## src/rtl/sigbuff_ctrl.sv

```systemverilog
// Frame buffer between level generator / hard limiter and the FIR front-end.
// Single-clock dual-port RAM with two-stage read pipeline, iteration sequencing and sticky error flags.
module sigbuff_ctrl #(
    parameter int DATA_WIDTH         = 16,
    parameter int MAX_SAMPLES_IN_RAM = 255,
    parameter int ADDR_WIDTH         = 8
) (
    input  logic                  clock,
    input  logic                  reset,
    input  logic [4:0]            iter_num,
    input  logic                  input_mux,
    input  logic                  input_enable,
    input  logic                  output_enable,
    input  logic [DATA_WIDTH-1:0] lvl_gen_data,
    input  logic                  lvl_gen_valid,
    input  logic [DATA_WIDTH-1:0] limiter_data,
    input  logic                  limiter_valid,
    output logic [DATA_WIDTH-1:0] fir_data,
    output logic                  fir_valid,
    output logic                  iter_start,
    output logic [ADDR_WIDTH-1:0] wr_ptr,
    output logic [ADDR_WIDTH-1:0] rd_ptr,
    output logic                  overflow,
    output logic                  underrun
);

    localparam logic [ADDR_WIDTH-1:0] PTR_LAST  = ADDR_WIDTH'(MAX_SAMPLES_IN_RAM - 1);
    localparam logic [ADDR_WIDTH:0]   CNT_FULL  = (ADDR_WIDTH + 1)'(MAX_SAMPLES_IN_RAM);
    localparam logic [ADDR_WIDTH:0]   CNT_SAT   = (ADDR_WIDTH + 1)'(MAX_SAMPLES_IN_RAM + 1);

    logic [DATA_WIDTH-1:0]         r_mem [0:MAX_SAMPLES_IN_RAM-1];
    logic [MAX_SAMPLES_IN_RAM-1:0] r_written;
    logic [ADDR_WIDTH-1:0]         r_wr_ptr;
    logic [ADDR_WIDTH-1:0]         r_rd_ptr;
    logic [ADDR_WIDTH:0]           r_wr_cnt;
    logic [4:0]                    r_iter_q;
    logic [DATA_WIDTH-1:0]         r_rd_data;
    logic                          r_rd_vld;
    logic [DATA_WIDTH-1:0]         r_fir_data;
    logic                          r_fir_valid;
    logic                          r_iter_start;
    logic                          r_overflow;
    logic                          r_underrun;

    logic                          w_wr_en;
    logic [DATA_WIDTH-1:0]         w_wr_data;
    logic                          w_iter_chg;

    always_comb begin
        w_wr_en    = input_enable & (input_mux ? limiter_valid : lvl_gen_valid);
        w_wr_data  = input_mux ? limiter_data : lvl_gen_data;
        w_iter_chg = (iter_num != r_iter_q);
    end

    // RAM is never cleared; non-blocking read of the old word gives read-first behaviour.
    always_ff @(posedge clock) begin
        if (reset && w_wr_en)
            r_mem[r_wr_ptr] <= w_wr_data;
        if (output_enable)
            r_rd_data <= r_mem[r_rd_ptr];
    end

    always_ff @(posedge clock) begin
        if (!reset) begin
            r_wr_ptr     <= '0;
            r_rd_ptr     <= '0;
            r_wr_cnt     <= '0;
            r_iter_q     <= '0;
            r_written    <= '0;
            r_rd_vld     <= 1'b0;
            r_fir_data   <= '0;
            r_fir_valid  <= 1'b0;
            r_iter_start <= 1'b0;
            r_overflow   <= 1'b0;
            r_underrun   <= 1'b0;
        end else begin
            r_iter_q     <= iter_num;
            r_iter_start <= w_iter_chg;

            if (w_wr_en) begin
                r_written[r_wr_ptr] <= 1'b1;
                if (r_wr_cnt == CNT_FULL)
                    r_overflow <= 1'b1;
            end

            // Iteration change wins over any pointer/count advance on the same edge.
            if (w_iter_chg) begin
                r_wr_ptr <= '0;
                r_rd_ptr <= '0;
                r_wr_cnt <= '0;
            end else begin
                if (w_wr_en) begin
                    r_wr_ptr <= (r_wr_ptr == PTR_LAST) ? '0 : r_wr_ptr + 1'b1;
                    if (r_wr_cnt != CNT_SAT)
                        r_wr_cnt <= r_wr_cnt + 1'b1;
                end
                if (output_enable)
                    r_rd_ptr <= (r_rd_ptr == PTR_LAST) ? '0 : r_rd_ptr + 1'b1;
            end

            if (output_enable && !r_written[r_rd_ptr])
                r_underrun <= 1'b1;

            r_rd_vld    <= output_enable;
            r_fir_valid <= r_rd_vld;
            if (r_rd_vld)
                r_fir_data <= r_rd_data;
        end
    end

    always_comb begin
        fir_data   = r_fir_data;
        fir_valid  = r_fir_valid;
        iter_start = r_iter_start;
        wr_ptr     = r_wr_ptr;
        rd_ptr     = r_rd_ptr;
        overflow   = r_overflow;
        underrun   = r_underrun;
    end

endmodule
```

## config.mk

```make
export PLATFORM = sky130hd
export DESIGN_NAME = sigbuff_ctrl
export DESIGN_NICKNAME = d
export VERILOG_FILES = /design/src/rtl/sigbuff_ctrl.sv
export SDC_FILE = /design/constraint.sdc
export NUM_CORES = 2
export LEC_CHECK = 0
export CAP_MARGIN = 5
export CORE_MARGIN = 2
export CORE_UTILIZATION = 36
export DETAILED_ROUTE_END_ITERATION = 7
export HOLD_SLACK_MARGIN = 0.06
export PLACE_DENSITY = 0.53
export RECOVER_POWER = 50
export SETUP_SLACK_MARGIN = 0.3
export SLEW_MARGIN = 5
export SYNTH_ARGS = -nofsm -noshare
export SYNTH_HDL_FRONTEND = slang
export SYNTH_SLANG_ARGS = --single-unit
```

## constraint.sdc

```tcl
create_clock -name clock -period 3.9 [get_ports clock]
set_clock_uncertainty 0.1 [all_clocks]
set_input_delay 0.975 -clock clock [delete_from_list [all_inputs] [get_ports clock]]
set_output_delay 0.975 -clock clock [all_outputs]
set_load 0.005 [all_outputs]
```

==> flow_metrics.py <==
metrics = {
    "outcome": {
        "status": "complete, but fails checks",
        "failed_checks": "capacitance limit, slew limit",
    },
    "cts": {
        "cts_hold_buf": 0,
        "cts_buffer_depth": 4,
        "numCtsBuffers": 446,
        "numClockSinks": 4402,
        "path_clk_slew_ps": 60,
        "htree_levels": 5,
        "root_buffer": "clkbuf_16",
        "cts_tree": "built",
        "clk_latency_ps": 1030,
    },
    "floorplan": {
        "coreArea_sq_um": 467000,
        "rows": 251,
        "die_w_um": 689,
        "dieArea_sq_um": 474000,
        "ios": 80,
        "start_util_pct": 36.1,
        "die_height_um": 689,
    },
    "job": {
        "drv_cap": 22,
    },
    "yosys": {
        "async_flop_share_pct": 0,
        "yosysMostFrequentCell": "edfxtp_1",
        "ys_warn_count": 0,
        "yosys.area.top_type": "edfxtp_1",
        "yosysTopAreaCellShare_pct": 72.9,
        "yosysSeqAreaShare_pct": 76.6,
        "syn_area_sq_um": 169000,
        "avgSynthCellArea_sq_um": 21.4,
        "synthesis.nets": 7943,
        "yosysUniqueCellTypes": 72,
        "synthTopCellsByArea": "edfxtp_1 (73%), mux4_2 (14%), dfxtp_1 (3.6%)",
        "synthTopCellsByCount": "edfxtp_1 (4096), mux4_2 (1048), nor2_1 (326)",
        "ys_ff_latch": 4402,
        "synthCells": 7890,
        "synth-main-ff-cell": "edfxtp_1",
        "synth_edf_count": 4096,
    },
    "worst_setup_path": {
        "path_class": "in2reg",
        "cp-start-kind": "primary input",
        "worstPathArrival_ps": 4440,
        "r2r_start": "wr_ptr[1]",
        "reg2reg_to": "r_mem[108][15]",
        "crit_fanout": 15,
        "r2r_cells": 7,
        "r2r_slack_ps": 140,
        "required_ps": 4520,
        "crit_path_end_kind": "register",
    },
    "global_routing": {
        "use_met1_pct": 30.2,
        "grt_util_all_layers_pct": 22.1,
        "grt.overflow.total": 0,
        "use_met3_pct": 4.30,
        "antenna_found_initial": 42,
        "grt_pass1_vias": 88000,
        "globalRouteMet2Util_pct": 35.4,
        "busiest_layer": "met2",
        "grt_pass1_wl_um": 728000,
        "grt_max_degree": 142,
    },
    "cells_and_area": {
        "utilization_pct": 43.0,
        "drive_above_1_share_pct": 31.5,
        "area_delta_synth_final_pct": 19.1,
        "fill_cells": 39900,
        "fin_nets": 8901,
        "fin_area_sq_um": 201000,
    },
    "sta": {
        "final_hold_viol_count": 0,
        "rsz0062_at_grt": "true",
        "slew_headroom_pct": -81.7,
        "finalCritPeriodShare_pct": 98.0,
        "setup_viol": 0,
        "fmax_ghz": 0.262,
        "worst_pin_slew_ps": 2730,
        "slew_viol_final": 1621,
        "fin_crit_ps": 3820,
    },
    "place": {
        "port_buffers": 79,
        "gp_congestion": 0.852,
        "dpl.hpwl_um": 331000,
        "place_area_sq_um": 186000,
    },
    "drt": {
        "drt_iter0_markers": 12100,
        "vias": 87800,
        "wire_per_inst_um": 34.5,
        "drc": 0,
        "ant_nets": 0,
        "drt-total-wl_um": 533000,
        "firstDrtPassIters": 8,
        "via_per_inst": 5.69,
    },
    "power": {
        "power_uw": 97300,
        "p_per_area_nw_per_um2": 485,
        "ir_drop_v": 0.000418,
        "leakagePower_uw": 0.0640,
    },
    "min_path": {
        "holdPathEnd": "r_written[82]",
        "hold_path_depth": 1,
        "hp-class": "reg2reg",
        "hp-start": "r_written[82]",
    },
}
[metal layers]
| metal | up-vias | wire length, um |
|---|---|---|
| met5 | - | 90 |
| met4 | 16 | 22500 |
| met3 | 873 | 46100 |
| met2 | 4168 | 251000 |
| met1 | 47700 | 213000 |
| li1 | 35100 | - |
[cells by family (layout without fill, tap and decap cells)]
family          count (synthesis)  after routing  share of synthesized area, %
compound gates                886            886                          3.77
xor+xnor                       24             24                         0.125
fa+ha+maj                       9              9                        0.0668
buf+inv                       486           1828                          1.66
flops                        4402           4402                          76.6
mux                          1378           1378                          16.0
other cells                     0              6                             0
simple gates                  705            705                          1.85
[report_power, final]
group          leakage [uW]  internal [uW]  switching (uW)  total, uW
registers            0.0393          52000            43.0      52000
clock network       0.00718          25000           18300      43300
logic                0.0175            423            1600       2030
[registers in the layout, summed over array words and instances, names as in the netlist]
signal,flops
r_written,255
r_mem,4080
wr_ptr,8
iter_start,1
r_rd_data,16
underrun,1
fir_data,16
fir_valid,1
r_wr_cnt,9
r_rd_vld,1
overflow,1
rd_ptr,8
r_iter_q,5
[critical path, stage by stage]
cell and delay (ps):
dlygate4sd3_1 570, mux2_1 360, nand2_1 480, or2_2 230
clkbuf_1 1230, nor2_1 280, buf_12 270
[worst max path at each step]
stage,startpoint,endpoint,slack [ps],cells past startpoint
floorplan,input_mux,r_mem[0][10],-250,3
global placement,input_mux,r_mem[244][0],-520,7
detailed placement,input_mux,r_mem[244][3],-540,7
CTS,rd_ptr[0],r_rd_data[8],170,7
global route,input_mux,r_mem[98][9],160,4
finish,input_mux,r_mem[108][15],80,7
[cells in the final DEF (no fill, tap or decap), types with 149 or more instances in the layout]
master,count
edfxtp_1,4096
mux4_2,1048
buf_4,518
clkbuf_16,451
mux2i_1,303
dfxtp_1,298
buf_12,268
a21o_1,254
nor2_2,224
nand2_1,156
a22oi_1,149
[through the flow]
step	cells	hold slack, ps	setup TNS [ps]	setup WS, ps
floorplan	7890	321	-644270	-253
global placement	14500	327	-110300	-519
detailed placement	14500	335	-123570	-543
CTS	15400	348	0	168
global route	15400	359	0	160
finish	15400	343	0	78.8
[timing repair]
action	4_1_cts	5_1_grt
endpoints found under the setup margin	27	18
pin swaps	4	12
gates resized for setup	76	51
setup buffers	39	3
hold endpoints to repair	0	0
cloned	4	3
[cell type report]
class,count,area (sq um),share of cell area [%]
repair buffers,984,11200,5.58
multi-input cells,3002,37900,18.9
diodes,6,15.0,0.00748
clock inverters,251,2790,1.39
well taps,6198,7750,3.86
inverters,12,55.1,0.0274
flip-flops and latches,4402,129000,64.3
clock buffers,581,12000,5.96
Note: power is estimated with default switching activity, not from simulation.
